[src/rtl/time_digit_editor.sv]
// HH:MM:SS BCD time keeper with per-digit SET editing and a blink mask for the
// digit currently chosen by the upstream digit-select FSM.
module time_digit_editor #(
  parameter int INIT_H    = 0,
  parameter int INIT_M    = 0,
  parameter int BLINK_DIV = 25_000_000
) (
  input  logic        clk,
  input  logic        reset_n,
  input  logic        tick,
  input  logic        mode,
  input  logic [2:0]  digit_sel,
  input  logic        sel_valid,
  input  logic        inc,
  output logic [23:0] time_bcd,
  output logic [5:0]  blink_mask,
  output logic        day_pulse
);

  localparam int            CW       = (BLINK_DIV > 2) ? $clog2(BLINK_DIV) : 1;
  localparam logic [CW-1:0] BLINK_TC = CW'(BLINK_DIV - 1);
  localparam logic [3:0]    RST_HT   = 4'(INIT_H / 10);
  localparam logic [3:0]    RST_HU   = 4'(INIT_H % 10);
  localparam logic [3:0]    RST_MT   = 4'(INIT_M / 10);
  localparam logic [3:0]    RST_MU   = 4'(INIT_M % 10);

  typedef enum logic {S_RUN, S_SET} state_e;

  state_e        state_q, state_d;
  logic [3:0]    ht_q, hu_q, mt_q, mu_q, st_q, su_q;
  logic [3:0]    ht_d, hu_d, mt_d, mu_d, st_d, su_d;
  logic          inc_d_q, inc_d_d;
  logic [CW-1:0] cnt_q, cnt_d;
  logic          phase_q, phase_d;
  logic [5:0]    blink_mask_q, blink_mask_d;
  logic          day_pulse_q, day_pulse_d;

  logic inc_pulse, sel_ok;
  logic c_su, c_st, c_mu, c_mt;

  always_comb begin
    state_d      = mode ? S_SET : S_RUN;
    ht_d         = ht_q;
    hu_d         = hu_q;
    mt_d         = mt_q;
    mu_d         = mu_q;
    st_d         = st_q;
    su_d         = su_q;
    inc_d_d      = inc;
    cnt_d        = cnt_q;
    phase_d      = phase_q;
    day_pulse_d  = 1'b0;
    inc_pulse    = inc & ~inc_d_q;
    sel_ok       = sel_valid && (digit_sel <= 3'd5);
    c_su         = (su_q == 4'd9);
    c_st         = c_su && (st_q == 4'd5);
    c_mu         = c_st && (mu_q == 4'd9);
    c_mt         = c_mu && (mt_q == 4'd5);

    if (state_q == S_RUN) begin
      cnt_d   = '0;
      phase_d = 1'b0;
      if (tick) begin
        // Whole carry chain resolves in one cycle.
        su_d = c_su ? 4'd0 : su_q + 4'd1;
        if (c_su) st_d = c_st ? 4'd0 : st_q + 4'd1;
        if (c_st) mu_d = c_mu ? 4'd0 : mu_q + 4'd1;
        if (c_mu) mt_d = c_mt ? 4'd0 : mt_q + 4'd1;
        if (c_mt) begin
          if (ht_q == 4'd2 && hu_q == 4'd3) begin
            ht_d        = 4'd0;
            hu_d        = 4'd0;
            day_pulse_d = 1'b1;
          end else if (hu_q == 4'd9) begin
            hu_d = 4'd0;
            ht_d = ht_q + 4'd1;
          end else begin
            hu_d = hu_q + 4'd1;
          end
        end
      end
    end else begin
      if (cnt_q == BLINK_TC) begin
        cnt_d   = '0;
        phase_d = ~phase_q;
      end else begin
        cnt_d = cnt_q + CW'(1);
      end
      if (inc_pulse && sel_ok) begin
        case (digit_sel)
          3'd0: begin
            ht_d = (ht_q >= 4'd2) ? 4'd0 : ht_q + 4'd1;
            // Keep hours legal when tens reaches 2.
            if (ht_d == 4'd2 && hu_q > 4'd3) hu_d = 4'd3;
          end
          3'd1: begin
            if (ht_q == 4'd2) hu_d = (hu_q >= 4'd3) ? 4'd0 : hu_q + 4'd1;
            else              hu_d = (hu_q >= 4'd9) ? 4'd0 : hu_q + 4'd1;
          end
          3'd2:    mt_d = (mt_q >= 4'd5) ? 4'd0 : mt_q + 4'd1;
          3'd3:    mu_d = (mu_q >= 4'd9) ? 4'd0 : mu_q + 4'd1;
          3'd4:    st_d = (st_q >= 4'd5) ? 4'd0 : st_q + 4'd1;
          3'd5:    su_d = (su_q >= 4'd9) ? 4'd0 : su_q + 4'd1;
          default: ;
        endcase
      end
    end

    blink_mask_d = (state_q == S_SET && sel_ok && phase_d) ? (6'b100000 >> digit_sel) : 6'd0;
  end

  always_ff @(posedge clk or negedge reset_n) begin
    if (!reset_n) begin
      state_q      <= S_RUN;
      ht_q         <= RST_HT;
      hu_q         <= RST_HU;
      mt_q         <= RST_MT;
      mu_q         <= RST_MU;
      st_q         <= 4'd0;
      su_q         <= 4'd0;
      inc_d_q      <= 1'b0;
      cnt_q        <= '0;
      phase_q      <= 1'b0;
      blink_mask_q <= 6'd0;
      day_pulse_q  <= 1'b0;
    end else begin
      state_q      <= state_d;
      ht_q         <= ht_d;
      hu_q         <= hu_d;
      mt_q         <= mt_d;
      mu_q         <= mu_d;
      st_q         <= st_d;
      su_q         <= su_d;
      inc_d_q      <= inc_d_d;
      cnt_q        <= cnt_d;
      phase_q      <= phase_d;
      blink_mask_q <= blink_mask_d;
      day_pulse_q  <= day_pulse_d;
    end
  end

  assign time_bcd   = {ht_q, hu_q, mt_q, mu_q, st_q, su_q};
  assign blink_mask = blink_mask_q;
  assign day_pulse  = day_pulse_q;

endmodule

[config.mk]
export PLATFORM = sky130hd
export DESIGN_NAME = time_digit_editor
export DESIGN_NICKNAME = d
export VERILOG_FILES = /design/src/rtl/time_digit_editor.sv
export SDC_FILE = /design/constraint.sdc
export NUM_CORES = 1
export LEC_CHECK = 0
export ABC_CLOCK_PERIOD_IN_PS = 2750
export CAP_MARGIN = 20
export CORE_ASPECT_RATIO = 0.5
export CORE_UTILIZATION = 54
export DETAILED_ROUTE_END_ITERATION = 10
export HOLD_SLACK_MARGIN = 0.03
export PLACE_DENSITY = 0.73
export SYNTH_ARGS = -nofsm -noshare
export SYNTH_HDL_FRONTEND = slang
export SYNTH_SLANG_ARGS = --single-unit
[constraint.sdc]
create_clock -name clk -period 2.75 [get_ports clk]
set_input_delay 0.6875 -clock clk [delete_from_list [all_inputs] [get_ports clk]]
set_output_delay 0.6875 -clock clk [all_outputs]
set_load 0.03 [all_outputs]
==> impl_metrics.json <==
{
  "status": "complete, no violations",
  "final_util_pct": 72.7,
  "finClkSkew_ps": 4.18,
  "cts_hold_buf": 0,
  "power_mw": 2.92,
  "maxCapViolCount": 0,
  "cts_num_sinks": 59,
  "rr_endpoint": "hu_q[0]",
  "setup_tns_ps": 0,
  "hold_viol": 0,
  "htree_num_levels": 3,
  "async_flop_share_pct": 100,
  "slowest_stage": "nor4b_4",
  "wl_met3_um": 427,
  "peakVddDrop_mv": 0.662,
  "die_y_um": 58.0,
  "fp.coreArea_um2": 5750,
  "final_common_cell": "dfrtp_1",
  "antenna_found_initial": 0,
  "synth_area_per_cell_um2": 9.43,
  "ctsResizeCount": 0,
  "wl_mm": 7.38,
  "drv_slew": 0,
  "core.rowCount": 19,
  "drt_iter0_drc": 188,
  "n_antenna_cell": 0,
  "required_ps": 2960,
  "grt_max_degree": 60,
  "ys_ff_latch": 59,
  "overflow": 0,
  "drc": 0,
  "setup_viol": 0,
  "yosysUniqueCellTypes": 59,
  "insertion_delay_ps": 330,
  "maxSlewHeadroom_pct": 52.7,
  "ys_warn_count": 0,
  "top_layer_used": "met4",
  "dr_wl_met2_mm": 3.49,
  "rr_worst_depth": 7,
  "cts-root-buf": "clkbuf_16",
  "io_pins": 40,
  "reg2reg_from": "su_q[1]",
  "drive_gt1_share_pct": 8.72,
  "ys.flop_type": "dfrtp_1",
  "avgViaCountPerCell": 5.68,
  "critical_path_arrival_ps": 2530,
  "wire_per_inst_um": 14.8,
  "setup.worst_path.end_class": "register",
  "path_clk_slew_ps": 50,
  "vias": 2825,
  "postRouteAntennaNets": 0,
  "mappedNetlistNets": 386,
  "rrSetupSlack_ps": 430,
  "critical_path_buf_inv_count": 1,
  "synth_edf_count": 0,
  "critPathLaunchType": "register",
  "fp.dieW_um": 114,
  "rsz0062_at_grt": "false",
  "cts_made_buffers": 9,
  "ys_seq_area_share_pct": 43.6,
  "grt_pass1_vias": 2778,
  "mostFrequentLayoutCells": "dfrtp_1 (59), nor2_1 (39), clkdlybuf4s50_1 (38)",
  "synth_cells": 359,
  "critPathMaxFanout": 6,
  "crit_family": "simple AND/OR/NAND/NOR gates",
  "worstHoldPathType": "in2async",
  "die_area_um2": 6610,
  "start_util_pct": 58.9,
  "p_per_area_nw_per_um2": 698,
  "critPathKind": "reg2reg",
  "dp_hpwl_mm": 5.36,
  "cts_tree": "done",
  "cts_setup_buffers": 0,
  "synthToLayoutAreaGrowth_pct": 23.6,
  "syn-cell-area_um2": 3390,
  "critPathMaxStageDelay_ps": 470,
  "num-fill-cells": 433,
  "p_leak_nw": 1.82,
  "final_nets": 435,
  "place_congestion": 0.883,
  "max_freq_mhz": 431,
  "grt.total_usage_pct": 25.4,
  "cpMostUsedCell": "nor2_1",
  "worstMarginPinSlew_ps": 704,
  "layout_min_cycle_time_ps": 2320,
  "grt_pass1_wl_mm": 12.7,
  "fin_crit_sh_pct": 84.4,
  "cts_max_path_buffers": 2,
  "portBuffers": 39,
  "holdWs_ps": 346,
  "wl_met1_mm": 3.35,
  "cp_cell_sequence": "inv_1 -> ha_1 -> nand3b_1 -> nor4b_4 -> nor2_1 -> nor2_1 -> mux2_2",
  "first_pass_iters": 4
}
[metal layers]
layer,GRT usage [%],up-vias
li1,-,1360
met1,31.6,1372
met2,42.3,82
met3,6.80,11
met4,12.1,0
met5,0,-
[cells by family (layout without fill, tap and decap cells)]
group,after synthesis,after routing,share of synthesized area [%]
flops,59,59,43.6
buf+inv,37,91,4.47
compound gates,52,52,10.9
mux,3,3,0.961
fa+ha+maj,18,18,6.65
xor+xnor,24,24,6.21
simple gates,166,166,27.2
[cells in the mapped netlist (4+ instances only)]
master	instances	area share (%)
a21oi_1	6	0.89
and4_1	5	1.3
buf_2	4	0.59
dfrtp_1	59	44
ha_1	18	6.7
inv_1	28	3.1
nand2_1	28	3.1
nand2b_1	8	1.5
nand3_1	22	3.3
nand3b_1	5	1.1
nand4_1	11	2.0
nor2_1	39	4.3
nor2b_1	4	0.74
nor3_1	10	1.5
nor4b_1	5	1.3
o21ai_0	11	1.6
o21ai_1	6	0.89
o22ai_1	5	0.92
or2_2	4	0.74
xnor2_1	6	1.6
xor2_1	18	4.7
[worst register-to-register path: cells and delay by family (launching register included)]
family	cells	cell delay (ps)
buf+inv	1	110
fa+ha+maj	1	170
mux	1	370
flops	1	420
simple gates	4	1130
[metrics by stage]
| stage | instance area, µm² | cells | setup slack [ps] |
|---|---|---|---|
| 2_1_floorplan | 3390 | 359 | 515 |
| 3_3_place_gp | 3900 | 481 | 245 |
| 3_5_place_dp | 3900 | 481 | 147 |
| 4_1_cts | 4190 | 497 | 445 |
| 5_1_grt | 4190 | 497 | 217 |
| 6_report | 4190 | 497 | 428 |
[cell type report]
| cell class | count | area, µm² | share of cell area (%) |
|---|---|---|---|
| multi-input cells | 263 | 1760 | 42.0 |
| clock buffers | 11 | 233 | 5.56 |
| well taps | 84 | 105 | 2.51 |
| inverters | 29 | 109 | 2.60 |
| flip-flops and latches | 59 | 1480 | 35.3 |
| clock inverters | 5 | 53.8 | 1.29 |
| repair buffers | 46 | 450 | 10.8 |
[sequential cells by signal (all words and copies together) (netlist names), 4 cells and up]
register	flops
blink_mask	6
cnt_q	25
ht_q	4
hu_q	4
mt_q	4
mu_q	4
st_q	4
su_q	4
[worst max-delay path by stage]
stage                     slack [ps]         start  cells past startpoint       to
after floorplan                  510       ht_q[0]                      8  ht_q[3]
after global placement           240  digit_sel[2]                      7  su_q[0]
after detailed placement         150  digit_sel[2]                      7  su_q[2]
after CTS                        450       su_q[1]                      7  hu_q[1]
after global routing             220       ht_q[0]                      6  hu_q[0]
final                            430       su_q[1]                      7  hu_q[0]
[report_power, final]
part	internal, mW	switching [mW]
clock network	0.697	0.378
logic	0.314	0.454
registers	0.958	0.121
(Power assumes the default switching activity.)
==> variant 1 (same settings) <==
Take the reset off `st_q` and `su_q` and load them in a clocked block of their own.
--- a/src/rtl/time_digit_editor.sv
+++ b/src/rtl/time_digit_editor.sv
@@ -116,8 +116,6 @@
       hu_q         <= RST_HU;
       mt_q         <= RST_MT;
       mu_q         <= RST_MU;
-      st_q         <= 4'd0;
-      su_q         <= 4'd0;
       inc_d_q      <= 1'b0;
       cnt_q        <= '0;
       phase_q      <= 1'b0;
@@ -129,8 +127,6 @@
       hu_q         <= hu_d;
       mt_q         <= mt_d;
       mu_q         <= mu_d;
-      st_q         <= st_d;
-      su_q         <= su_d;
       inc_d_q      <= inc_d_d;
       cnt_q        <= cnt_d;
       phase_q      <= phase_d;
@@ -139,6 +135,11 @@
     end
   end
 
+  always_ff @(posedge clk) begin
+    st_q <= st_d;
+    su_q <= su_d;
+  end
+
   assign time_bcd   = {ht_q, hu_q, mt_q, mu_q, st_q, su_q};
   assign blink_mask = blink_mask_q;
   assign day_pulse  = day_pulse_q;
Behaviour: not the same (a bounded check fails within 4 cycles, from zero or initial values and one cycle with reset_n low).
==> variant 1 against the unedited design <==
Routed wire length decreased by 5.7%; final area fell by 1.1%; sequential cell count did not move; count of clock-buffer cells in the layout shrank 1; via count shrank 4.1%; total power down 7.1%; clock power is essentially flat; non-clock buffer count increased by 1; setup slack worse by 150 ps; area after synthesis shrank 1.1%.
==> variant 1: results (changes against the unedited design) <==
\begin{tabular}{lr}
\hline
Metric & Value \\
\hline
\multicolumn{2}{l}{\textbf{Run status}} \\
Run status & completed \\
\multicolumn{2}{l}{\textbf{Yosys}} \\
Number of synthesized flops with an enable pin & 8 (+8) \\
Area contributors post-synth & sky130\_fd\_sc\_hd\_\_dfrtp\_1 38\%, sky130\_fd\_sc\_hd\_\_edfxtp\_1 7.2\%, sky130\_fd\_sc\_hd\_\_ha\_1 6.7\%, sky130\_fd\_sc\_hd\_\_nor2\_1 5.2\%, sky130\_fd\_sc\_hd\_\_xnor2\_1 3.7\% \\
Unique masters post-synth & 55 (-6.8\%) \\
Async set-or-reset flop fraction in the synthesized netlist & 86.44\% (-14 points) \\
Leading post-synthesis cells by instance count & 51 x sky130\_fd\_sc\_hd\_\_dfrtp\_1, 46 x sky130\_fd\_sc\_hd\_\_nor2\_1, 24 x sky130\_fd\_sc\_hd\_\_nand2\_1 \\
Synth Net Count & 377 (-2.3\%) \\
Share of synthesized area occupied by flip-flops and latches & 45.31\% (+1.7 points) \\
\multicolumn{2}{l}{\textbf{Pwr}} \\
Leakage dissipation & 1.750 nW (-3.9\%) \\
IR Drop Worst-Case VDD & 0.0004090 V (-38\%) \\
Net load switching power & 0.8258 mW (-13\%) \\
\multicolumn{2}{l}{\textbf{Routing}} \\
Average detailed-routed wire length per instance & 14.23 um (-4.1\%) \\
Via count & 2,708 (-4.1\%) \\
DRT met1 WL & 3335 um (-0.33\%) \\
Iteration-0 DRC Markers & 236 (+26\%) \\
Detailed route wirelength on metal3 & 279 um (-35\%) \\
\multicolumn{2}{l}{\textbf{Setup path}} \\
End of the worst register-to-register path & ht\_q[0]\$\_DFFE\_PN0P\_ \\
Maximum single-stage delay on the critical path & 490 ps (+20 ps) \\
Reg2Reg Launch Point & ht\_q[0]\$\_DFFE\_PN0P\_ \\
Internal reg-to-reg setup slack & 280 ps (-150 ps) \\
Maximum fanout along the worst path & 7 (+1) \\
Slowest library cell on the worst path & sky130\_fd\_sc\_hd\_\_nor3b\_1 \\
\multicolumn{2}{l}{\textbf{GRT}} \\
Via count of the first global-routing pass & 2,600 (-6.4\%) \\
First-pass GRT wire length & 12,080 um (-4.7\%) \\
Met1 layer usage reported by global route & 31.24\% (-0.35 points) \\
Met2 demand-to-capacity share in global routing & 38.74\% (-3.5 points) \\
Pin count of the biggest net entering global routing & 52 (-13\%) \\
\multicolumn{2}{l}{\textbf{STA}} \\
Worst Skew & 5.264 ps (+1.088 ps) \\
Pin slew with the least headroom to its limit & 653.0 ps (-50.53 ps) \\
\multicolumn{2}{l}{\textbf{Cells and area}} \\
Fraction of layout cells with a size suffix above 1 & 7.901\% (-0.82 points) \\
Count of nets after finishing & 427 (-1.8\%) \\
\multicolumn{2}{l}{\textbf{Place}} \\
Area after detailed placement & 3855 sq um (-1.1\%) \\
Placer Congestion & 0.8933 (+1.2\%) \\
Detailed placer's ending HPWL & 4921 um (-8.1\%) \\
\multicolumn{2}{l}{\textbf{Clocking}} \\
Number of CTS-inserted buffers & 9 (unchanged) \\
\hline
\end{tabular}
[variant 1: final cells by class]
cell class | count | area [sq um]
multi-input cells | 262 | 1709
fillers | 431 | 1589
flip-flops and latches | 59 | 1516
repair buffers | 47 | 445.4
clock buffers | 10 | 229.0
well taps | 84 | 105.1
inverters | 21 | 78.83
clock inverters | 6 | 56.30
[variant 1: how the worst max path moves through the flow]
stage / startpoint / end / cells after the start
floorplan: su_q[1]$_DFFE_PP_ / ht_q[0]$_DFFE_PN0P_ / 7
global placement: digit_sel[2] / ht_q[0]$_DFFE_PN0P_ / 6
detailed placement: digit_sel[2] / ht_q[0]$_DFFE_PN0P_ / 6
CTS: su_q[1]$_DFFE_PP_ / ht_q[0]$_DFFE_PN0P_ / 7
global route: ht_q[0]$_DFFE_PN0P_ / ht_q[0]$_DFFE_PN0P_ / 7
finish: ht_q[0]$_DFFE_PN0P_ / ht_q[0]$_DFFE_PN0P_ / 7
[variant 1: through the flow]
step	power [mW]	hold slack, ps	instances	setup slack [ps]
global route	2.836	531.7	489	111.5
finish	2.712	478.2	489	277.7
detailed placement	1.653	496.6	473	207.3
floorplan	1.427	391.9	350	367.7
CTS	2.731	500.4	489	322.6
global placement	1.641	469.4	473	250.2
[variant 1: kinds of logic after synthesis]
family	synth area share [%]
adders and majority gates	6.729
AOI/OAI and AO/OA	10.09
DFF	45.31
muxes	0.2991
buffers and inverters	3.626
xor gates and xnor gates	7.066
and+or+nand+nor	26.88
[variant 1: power groups by stage]
stage               clock, mW  combinational [mW]  sequential [mW]
finish                   1.07               0.602             1.04
detailed placement          0               0.596             1.06
global placement            0               0.590             1.05
CTS                      1.09               0.601             1.04
floorplan                   0               0.278             1.15
global route             1.12               0.658             1.06
==> variant 2 (config.mk and constraints unchanged) <==
Without the edit above. Set the parameter `BLINK_DIV` to 50_000_000 (it was 25_000_000).
--- a/src/rtl/time_digit_editor.sv
+++ b/src/rtl/time_digit_editor.sv
@@ -3,7 +3,7 @@
 module time_digit_editor #(
   parameter int INIT_H    = 0,
   parameter int INIT_M    = 0,
-  parameter int BLINK_DIV = 25_000_000
+  parameter int BLINK_DIV = 50_000_000
 ) (
   input  logic        clk,
   input  logic        reset_n,
Function: no difference found for any inputs over 10 cycles, from zero or initial values and one cycle with reset_n low; that may be too few to reach the edited logic, so the function may still have changed.
==> variant 2 against the unedited design <==
Area after synthesis fell by 0.59%; global-route usage fell by 0.85 points; final area rose by 0.57%; fmax fell by 8.5%; sequential cell count rose by 1; total power rose by 11%; routed wire length fell by 2.8%; setup slack got worse by 220 ps; combinational power rose by 32%; die area fell by 0.57%; clock skew barely moved; via count rose by 0.28%; count of clock-buffer cells in the layout fell by 1; largest cell class unchanged; largest power group unchanged.
==> variant 2: results (changes against the unedited design) <==
\begin{tabular}{lr}
\hline
Metric & Value \\
\hline
\multicolumn{2}{l}{\textbf{STA}} \\
Worst Skew & 3.854 ps (-0.3222 ps) \\
Worst relative slew slack & 49.01\% (-3.7 points) \\
Worst Hold Margin & 487.0 ps (+141.3 ps) \\
\multicolumn{2}{l}{\textbf{Routing}} \\
Vias per cell & 5.746 (+1.1\%) \\
Average detailed-routed wire length per instance & 14.54 um (-2.0\%) \\
Iteration-0 DRC Markers & 167 (-11\%) \\
\multicolumn{2}{l}{\textbf{Place}} \\
Detailed placer's ending HPWL & 5056 um (-5.6\%) \\
Number of instances in the placed design & 477 (-0.83\%) \\
Placer Congestion & 0.8802 (-0.26\%) \\
\multicolumn{2}{l}{\textbf{GRT}} \\
Via count of the first global-routing pass & 2,731 (-1.7\%) \\
Total routing resource utilization after global routing & 24.58\% (-0.85 points) \\
Pin count of the biggest net entering global routing & 61 (+1.7\%) \\
First-pass GRT wire length & 12,320 um (-2.7\%) \\
\multicolumn{2}{l}{\textbf{Setup path}} \\
Internal reg-to-reg setup slack & 210 ps (-220 ps) \\
Maximum fanout along the worst path & 6 (unchanged) \\
Critical Path AT & 2760 ps (+230 ps) \\
Launching element of the worst setup path & ht\_q[0]\$\_DFFE\_PN0P\_ \\
\multicolumn{2}{l}{\textbf{Run status}} \\
Run status & completed \\
\multicolumn{2}{l}{\textbf{Pwr}} \\
IR Drop Worst-Case VDD & 0.0005752 V (-13\%) \\
Internal Power & 2.135 mW (+8.5\%) \\
Leakage dissipation & 1.791 nW (-1.6\%) \\
\multicolumn{2}{l}{\textbf{Cells and area}} \\
Flip-flop count of the largest register after layout & 26 (+4.0\%) \\
Final cell count without fillers & 493 (-0.80\%) \\
Fraction of layout cells with a size suffix above 1 & 9.291\% (+0.57 points) \\
Count of nets after finishing & 431 (-0.92\%) \\
\multicolumn{2}{l}{\textbf{Clocking}} \\
Buffer type at the clock tree root & sky130\_fd\_sc\_hd\_\_clkbuf\_16 \\
Number of CTS-inserted buffers & 9 (unchanged) \\
\multicolumn{2}{l}{\textbf{Yosys}} \\
Share of synthesized area occupied by flip-flops and latches & 44.61\% (+1.0 points) \\
Leading post-synthesis cells by instance count & 60 x sky130\_fd\_sc\_hd\_\_dfrtp\_1, 42 x sky130\_fd\_sc\_hd\_\_nor2\_1, 20 x sky130\_fd\_sc\_hd\_\_nand2\_1, 20 x sky130\_fd\_sc\_hd\_\_o21ai\_0, 19 x sky130\_fd\_sc\_hd\_\_xor2\_1 \\
Mapped Cells & 351 (-2.2\%) \\
Unique masters post-synth & 53 (-10\%) \\
Area contributors post-synth & sky130\_fd\_sc\_hd\_\_dfrtp\_1 45\%, sky130\_fd\_sc\_hd\_\_ha\_1 6.7\%, sky130\_fd\_sc\_hd\_\_xor2\_1 4.9\%, sky130\_fd\_sc\_hd\_\_nor2\_1 4.7\%, sky130\_fd\_sc\_hd\_\_o21ai\_0 3.0\% \\
Synth Net Count & 378 (-2.1\%) \\
\hline
\end{tabular}
variant 2: cell count changes after synthesis, sizes merged, moves of 4 or more:
cell,delta
a21boi,-4
a21oi,+4
and3,+4
buf,-4
clkbuf,+5
inv,-11
nand2,-8
nand3,-5
nor3,-7
nor4b,-4
o21ai,+4
or2,-5
variant 2: final cells by class:
type | count | area (sq um)
fill | 423 | 1520
multi-input combinational | 263 | 1762
timing repair buffer | 51 | 475.5
inverter | 19 | 71.32
clock inverter | 6 | 65.06
clock buffer | 10 | 229.0
sequential | 60 | 1501
tap | 84 | 105.1
variant 2: cell families after synthesis:
family / count (synthesis) / synth area share [%]
compound gates: 69 / 14.05
xor+xnor: 23 / 5.985
fa+ha+maj: 18 / 6.692
buf+inv: 28 / 3.197
flops: 60 / 44.61
mux: 3 / 0.9294
simple gates: 150 / 24.54
variant 2: critical path, stage by stage, from the launching register on:
cell and delay [ps]:
sky130_fd_sc_hd__dfrtp_1 400, sky130_fd_sc_hd__inv_1 90, sky130_fd_sc_hd__ha_1 310, sky130_fd_sc_hd__or3b_2 450, sky130_fd_sc_hd__or4b_4 510, sky130_fd_sc_hd__a221oi_4 360
sky130_fd_sc_hd__o21ai_1 120, sky130_fd_sc_hd__a22o_1 190
variant 2: final timing paths:
kind | to | depth (start not counted)
max | hu_q[3]$_DFFE_PN0P_ | 7
min | cnt_q[21]$_DFF_PN0_ | 2
max reg2reg | hu_q[3]$_DFFE_PN0P_ | 7
min reg2reg | cnt_q[0]$_DFF_PN0_ | 1
max in group asynchronous | blink_mask[0]$_DFF_PN0_ | 2
min in group clk | cnt_q[0]$_DFF_PN0_ | 1
variant 2: metal layers:
metal	global-route usage, %	share of wire, %	vias up
met1	29.60	45	1396
met2	41.99	49	60
met4	9.023	1.6	0
li1	-	-	1362
met5	0	0	-
met3	8.054	4.5	15
variant 2: metrics by stage:
step / setup slack, ps / instance area (sq um)
2_1_floorplan: 147.4 / 3366
3_3_place_gp: 177.0 / 3915
3_5_place_dp: 125.7 / 3915
4_1_cts: 220.7 / 4209
5_1_grt: 114.0 / 4209
6_report: 211.9 / 4209
variant 2: power by group through the flow:
stage	clock, mW	sequential, mW	combinational [mW]
2_1_floorplan	0	1.34	0.462
3_3_place_gp	0	1.16	0.990
3_5_place_dp	0	1.16	1.01
4_1_cts	1.12	1.15	1.02
5_1_grt	1.15	1.18	1.11
6_report	1.10	1.15	1.01
